## config.mk

```make
export PLATFORM = sky130hd
export DESIGN_NAME = key_debounce_flat
export DESIGN_NICKNAME = d
export VERILOG_FILES = /design/src/rtl/key_debounce_if.sv /design/src/rtl/key_debounce.sv /design/src/flat_wrapper.sv
export SDC_FILE = /design/constraint.sdc
export NUM_CORES = 1
export LEC_CHECK = 0
export BUFFER_PORTS_ARGS = -buffer_cell sky130_fd_sc_hd__buf_2
export CAP_MARGIN = 5
export CORE_UTILIZATION = 55
export CTS_BUF_LIST = sky130_fd_sc_hd__clkbuf_8
export CTS_CLUSTER_SIZE = 16
export DETAILED_ROUTE_END_ITERATION = 12
export PLACE_DENSITY = 0.7
export SETUP_SLACK_MARGIN = 0.02
export SYNTH_ARGS = -nofsm -noshare
export SYNTH_HDL_FRONTEND = slang
export SYNTH_SLANG_ARGS = --single-unit
```

## constraint.sdc

```tcl
create_clock -name sys_clk -period 2.21 [get_ports sys_clk]
set_input_delay 0 -clock sys_clk [delete_from_list [all_inputs] [get_ports sys_clk]]
set_output_delay 0 -clock sys_clk [all_outputs]
set_load 0.1 [all_outputs]
```

## src/rtl/key_debounce_if.sv

```systemverilog
// key_debounce_if
//  Bundles the key pins and every conditioned key output of key_debounce.
//  Ports / members:
//   key_in       raw key pins, 0 = pressed, asynchronous to the clock
//   key_stable   debounced level, 0 = pressed
//   key_press    1-cycle pulse on a debounced press
//   key_release  1-cycle pulse on a debounced release
//   key_long     1-cycle pulse once per press after the long-press time
//   key_code     0 = nothing pressed, i+1 = lowest-index pressed key i
//  Modports: master = pin/consumer side, slave = the debouncer.
interface key_debounce_if #(
    parameter int NUM_KEYS = 4
);
    logic [NUM_KEYS-1:0] key_in;
    logic [NUM_KEYS-1:0] key_stable;
    logic [NUM_KEYS-1:0] key_press;
    logic [NUM_KEYS-1:0] key_release;
    logic [NUM_KEYS-1:0] key_long;
    logic [2:0]          key_code;

    modport master (
        output key_in,
        input  key_stable, key_press, key_release, key_long, key_code
    );

    modport slave (
        input  key_in,
        output key_stable, key_press, key_release, key_long, key_code
    );
endinterface

```

## src/rtl/key_debounce.sv

```systemverilog
// key_debounce
//  Input conditioner for active-low board keys. Each key is synchronised,
//  debounced, and turned into clean level / press / release / long-press
//  outputs; a registered priority encoder reports the lowest pressed key.
//  Ports:
//   sys_clk   system clock, everything on the rising edge
//   rst_n     synchronous active-low reset
//   bus       key_debounce_if.slave (key_in in, conditioned outputs out)

// One key: 2-flop synchroniser, debounce counter, long-press counter.
module key_debounce_lane #(
    parameter int DEBOUNCE_CYCLES   = 1_000_000,
    parameter int LONG_PRESS_CYCLES = 50_000_000
) (
    input  logic sys_clk,
    input  logic rst_n,
    input  logic raw,
    output logic stable,
    output logic press,
    output logic rls,
    output logic lng
);
    localparam int DW = $clog2(DEBOUNCE_CYCLES);
    localparam int LW = $clog2(LONG_PRESS_CYCLES + 1);
    localparam logic [DW-1:0] DB_MAX  = DW'(DEBOUNCE_CYCLES - 1);
    localparam logic [LW-1:0] LP_SAT  = LW'(LONG_PRESS_CYCLES - 1);
    localparam logic [LW-1:0] LP_FIRE = LW'(LONG_PRESS_CYCLES - 2);

    logic          s1, s2;
    logic [DW-1:0] db_cnt;
    logic [LW-1:0] lp_cnt;

    always_ff @(posedge sys_clk) begin
        if (!rst_n) begin
            s1     <= 1'b1;
            s2     <= 1'b1;
            stable <= 1'b1;
            db_cnt <= '0;
            lp_cnt <= '0;
            press  <= 1'b0;
            rls    <= 1'b0;
            lng    <= 1'b0;
        end else begin
            s1    <= raw;
            s2    <= s1;
            press <= 1'b0;
            rls   <= 1'b0;
            lng   <= 1'b0;

            // Any return of s2 to the stable level restarts the window.
            if (s2 == stable) begin
                db_cnt <= '0;
            end else if (db_cnt == DB_MAX) begin
                db_cnt <= '0;
                stable <= s2;
                press  <= ~s2;
                rls    <= s2;
            end else begin
                db_cnt <= db_cnt + 1'b1;
            end

            // Cleared during the press pulse so the long-press time is
            // measured from the press event; saturating stops repeats.
            if (stable || press) begin
                lp_cnt <= '0;
            end else if (lp_cnt != LP_SAT) begin
                lp_cnt <= lp_cnt + 1'b1;
                lng    <= (lp_cnt == LP_FIRE);
            end
        end
    end
endmodule

module key_debounce #(
    parameter int NUM_KEYS          = 4,
    parameter int DEBOUNCE_CYCLES   = 1_000_000,
    parameter int LONG_PRESS_CYCLES = 50_000_000
) (
    input  logic           sys_clk,
    input  logic           rst_n,
    key_debounce_if.slave  bus
);
    logic [NUM_KEYS-1:0] stable_w;
    logic [NUM_KEYS-1:0] press_w;
    logic [NUM_KEYS-1:0] rls_w;
    logic [NUM_KEYS-1:0] lng_w;
    logic [2:0]          code_nxt;
    logic [2:0]          code_q;

    for (genvar g = 0; g < NUM_KEYS; g++) begin : g_lane
        key_debounce_lane #(
            .DEBOUNCE_CYCLES  (DEBOUNCE_CYCLES),
            .LONG_PRESS_CYCLES(LONG_PRESS_CYCLES)
        ) u_lane (
            .sys_clk(sys_clk),
            .rst_n  (rst_n),
            .raw    (bus.key_in[g]),
            .stable (stable_w[g]),
            .press  (press_w[g]),
            .rls    (rls_w[g]),
            .lng    (lng_w[g])
        );
    end

    // Scan from the top so the lowest pressed index wins.
    always_comb begin
        code_nxt = '0;
        for (int i = NUM_KEYS - 1; i >= 0; i--) begin
            if (!stable_w[i]) code_nxt = 3'(i + 1);
        end
    end

    always_ff @(posedge sys_clk) begin
        if (!rst_n) code_q <= '0;
        else        code_q <= code_nxt;
    end

    assign bus.key_stable  = stable_w;
    assign bus.key_press   = press_w;
    assign bus.key_release = rls_w;
    assign bus.key_long    = lng_w;
    assign bus.key_code    = code_q;
endmodule
```

## src/flat_wrapper.sv

```systemverilog
// flat-port wrapper written by rule: the top's interface ports become plain ports
module key_debounce_flat 
#(
    parameter int NUM_KEYS          = 4,
    parameter int DEBOUNCE_CYCLES   = 1_000_000,
    parameter int LONG_PRESS_CYCLES = 50_000_000
)
  (sys_clk, rst_n, bus_key_in, bus_key_stable, bus_key_press, bus_key_release, bus_key_long, bus_key_code);
  key_debounce_if #(.NUM_KEYS(NUM_KEYS)) bus_i ();
  input  logic sys_clk;
  input  logic rst_n;
  input wire logic [$bits(bus_i.key_in)-1:0] bus_key_in;
  output wire logic [$bits(bus_i.key_stable)-1:0] bus_key_stable;
  output wire logic [$bits(bus_i.key_press)-1:0] bus_key_press;
  output wire logic [$bits(bus_i.key_release)-1:0] bus_key_release;
  output wire logic [$bits(bus_i.key_long)-1:0] bus_key_long;
  output wire logic [$bits(bus_i.key_code)-1:0] bus_key_code;
  assign bus_i.key_in = bus_key_in;
  assign bus_key_stable = bus_i.key_stable;
  assign bus_key_press = bus_i.key_press;
  assign bus_key_release = bus_i.key_release;
  assign bus_key_long = bus_i.key_long;
  assign bus_key_code = bus_i.key_code;
  key_debounce #(.NUM_KEYS(NUM_KEYS), .DEBOUNCE_CYCLES(DEBOUNCE_CYCLES), .LONG_PRESS_CYCLES(LONG_PRESS_CYCLES)) u_core (.sys_clk(sys_clk), .rst_n(rst_n), .bus(bus_i));
endmodule
```

==> run_results.csv <==
group,metric,value,unit
routing,wl_per_cell,13.01,um
logic_synthesis,synth-edff-count,0,
setup_path,crit_path_top_delay_cell,"or4b_1",
routing,dr.pass1.iters,4,
timing,fin_tns_setup,0,ns
setup_path,worstSetupEndpointType,"flop",
routing,via_per_inst,5.335,
timing,timing.slew.headroom,0.6339,
setup_path,timing.critical_path.buf_inv,0,
routing,vias,7325,
logic_synthesis,ys_seq_area_frac,0.4532,
finish,layout-drive-gt1-share,0.1206,
pwr,peakVddDrop,0.6867,mV
floorplan,core-area,0.01658,mm^2
timing,finalHoldViolations,0,
cts,cts-root-buf,"clkbuf_8",
logic_synthesis,synth_area,0.009320,mm^2
finish,syn_to_final_growth,14.19,%
logic_synthesis,synthFlopType,"dfxtp_1",
setup_path,crit_required,2.59,ns
cts,cts_tree,"yes",
logic_synthesis,synthDistinctLibCells,45,
logic_synthesis,synthCells,1060,
run,maxCapViolCount,0,
finish,antenna_cells,0,
timing,min_period,1.995,ns
setup_path,cp-startpoint,"u_core.g_lane[1].u_lane.lp_cnt[7]",
cts,numCtsBuffers,37,
floorplan,die_h,132.2,um
grt,grt_max_degree,27,
logic_synthesis,netlist.area_leader.share,0.4532,
floorplan,placement_rows,47,
timing,tightest_slew,0.5491,ns
setup_path,critPathKind,"flop to flop",
routing,dr.first_iter.drc_count,333,
timing,finClkSkew,0.01616,ns
placement,port_buffers,24,
logic_synthesis,syn-num-nets,1078,
grt,antenna_found_initial,0,
placement,dpl_cell_area,0.009764,mm^2
grt,grt_first_pass_wirelength,31070,um
min_path,hold_path.class,"input port to flop",
logic_synthesis,async_reset_ff_frac,0,
cts,h-tree-depth,2,
finish,nNetsFinal,1143,
timing,clock.fmax,0.5012,GHz
setup_path,crit-reg2reg-launch,"u_core.g_lane[1].u_lane.lp_cnt[7]",
cts,clockBufferDepth,3,
floorplan,die_area,0.01747,mm^2
cts,cts.sinks,211,
setup_path,cpPeakStageDelay,0.52,ns
placement,dp_hpwl,12040,um
setup_path,cp_max_fo,9,
routing,routed_wl,17860,um
logic_synthesis,syn_area_per_cell,8.793,um^2
placement,gp_congestion,0.8148,
timing,rsz0062_at_grt,"no",
logic_synthesis,synth_top_cell_by_area,"dfxtp_1",
finish,final_cell_area,0.01064,mm^2
grt,grt-ovfl-total,0,
pwr,power_density,707.5,mW/mm^2
floorplan,die_w,132.2,um
setup_path,critPathLaunchType,"flop",
routing,drcViolationCount,0,
logic_synthesis,synth-seq-cells,211,
min_path,min_from,"rst_n",
setup_path,crit_family,"simple AND/OR/NAND/NOR gates",
logic_synthesis,ys_warn_count,0,
setup_path,crit_chain,"or4b_1 > or4_4 > o21ai_0 > xor2_1 > nor2_1",
floorplan,num_io_pins,25,
setup_path,crit_arrival,2.38,ns
logic_synthesis,synth_area_leaders,"dfxtp_1 (45%), xor2_1 (9.4%), nor2_1 (7.4%), xnor2_1 (5.2%), nand3_1 (4.2%)",
timing,setup_violations,0,
status,status,"completed",
grt,track_usage,0.2104,
grt,grt_pass1_vias,7059,
timing,slew_violations,0,
floorplan,initial_core_util,0.5620,
timing,final.period_utilization,0.9028,
cts,clk_latency,0.52,ns
routing,ant_nets,0,
pwr,power_leakage,3.542,nW
cts,clk_pin_slew_worst_paths,0.06,ns
==> path summary, 6_finish.rpt <==
kind                                        end  cells past startpoint  slack (ns)
min reg2reg          u_core.g_lane[1].u_lane.s2                      1        0.41
max reg2reg  u_core.g_lane[1].u_lane.lp_cnt[11]                      5        0.21
max          u_core.g_lane[1].u_lane.lp_cnt[11]                      5        0.21
min              u_core.g_lane[1].u_lane.stable                      3        0.38
==> metal layers <==
metal | GRT usage | wire, um | part of all wire
met5 | 0 | 0 | 0
met4 | 0.08301 | 417 | 0.023
met3 | 0.03691 | 475 | 0.027
met2 | 0.3483 | 8211 | 0.46
met1 | 0.2729 | 8758 | 0.49
==> repair_timing <==
item,4_1_cts,5_1_grt
setup endpoints to repair,0,1
gates resized for setup,0,1
endpoints found under the hold margin,14,0
hold buffers,9,0
setup buffers,0,0
==> metrics by stage <==
stage	setup slack [ns]	cells	total power, mW	hold slack, ns	utilization
3_5_place_dp	0.1375	1297	3.948	0.1845	0.5888
4_1_cts	0.1026	1373	7.641	0.3219	0.6415
5_1_grt	0.04825	1373	7.822	0.3871	0.6418
2_1_floorplan	0.3131	1060	3.930	0.1015	-
6_report	0.2147	1373	7.530	0.3764	0.6418
3_3_place_gp	0.1680	1297	3.947	0.1800	0.5888
==> cell usage in the layout (no fill, tap or decap), drive strengths merged, types with 26 or more instances in the layout <==
| cell type | Yosys | layout |
|---|---|---|
| clkbuf | 23 | 52 |
| dfxtp | 211 | 211 |
| xor2 | 100 | 100 |
| nor4 | 26 | 26 |
| nor2 | 185 | 185 |
| nand2 | 75 | 75 |
| nand4 | 49 | 49 |
| nand3 | 79 | 79 |
| buf | 22 | 62 |
| nor3 | 30 | 30 |
| inv | 17 | 26 |
| xnor2 | 55 | 55 |
==> worst reg2reg max path, delay by kind of cell, from the launching register on <==
| kind | cells | cell delay [ns] |
|---|---|---|
| DFF | 1 | 0.34 |
| xor gates and xnor gates | 1 | 0.19 |
| AOI/OAI and AO/OA | 1 | 0.27 |
| and+or+nand+nor | 3 | 1.07 |
==> cells by family after synthesis <==
logic type / share of synthesized area
mux: 0.004296
xor+xnor: 0.1457
flops: 0.4532
compound gates: 0.03665
buf+inv: 0.03222
simple gates: 0.3119
fa+ha+maj: 0.01611
==> area by class of cell <==
type,count,area (um^2)
Inverter,17,63.81
Clock buffer,52,715.7
Timing Repair Buffer,71,495.5
Fill cell,1463,5941
Multi-Input combinational cell,787,4800
Sequential cell,211,4224
Tap cell,220,275.3
Clock inverter,15,68.82
==> flip-flops by register name, summed over array words and instances (netlist names) <==
name                         cells
u_core.g_lane.u_lane.press       4
u_core.g_lane.u_lane.db_cnt     80
u_core.g_lane.u_lane.lp_cnt    104
u_core.g_lane.u_lane.rls         4
u_core.g_lane.u_lane.stable      4
u_core.g_lane.u_lane.lng         4
u_core.g_lane.u_lane.s1          4
u_core.g_lane.u_lane.s2          4
u_core.bus.key_code              3
==> cells in the mapped netlist (16+ instances only) <==
cell type and number:
nor2_1 184, inv_1 17, nor3_1 30, nor4_1 20, a21oi_1 17, clkbuf_1 23, and3_1 23, o21ai_0 19
buf_4 16, xnor2_1 55, and4_1 23, nand2_1 75, nand3_1 79, nand4_1 49, dfxtp_1 211, xor2_1 100
==> power by group <==
group	switching, mW	internal [mW]
logic	0.0299	0.0271
clock network	1.56	2.09
registers	0.00627	3.81
(Power assumes the default switching activity.)
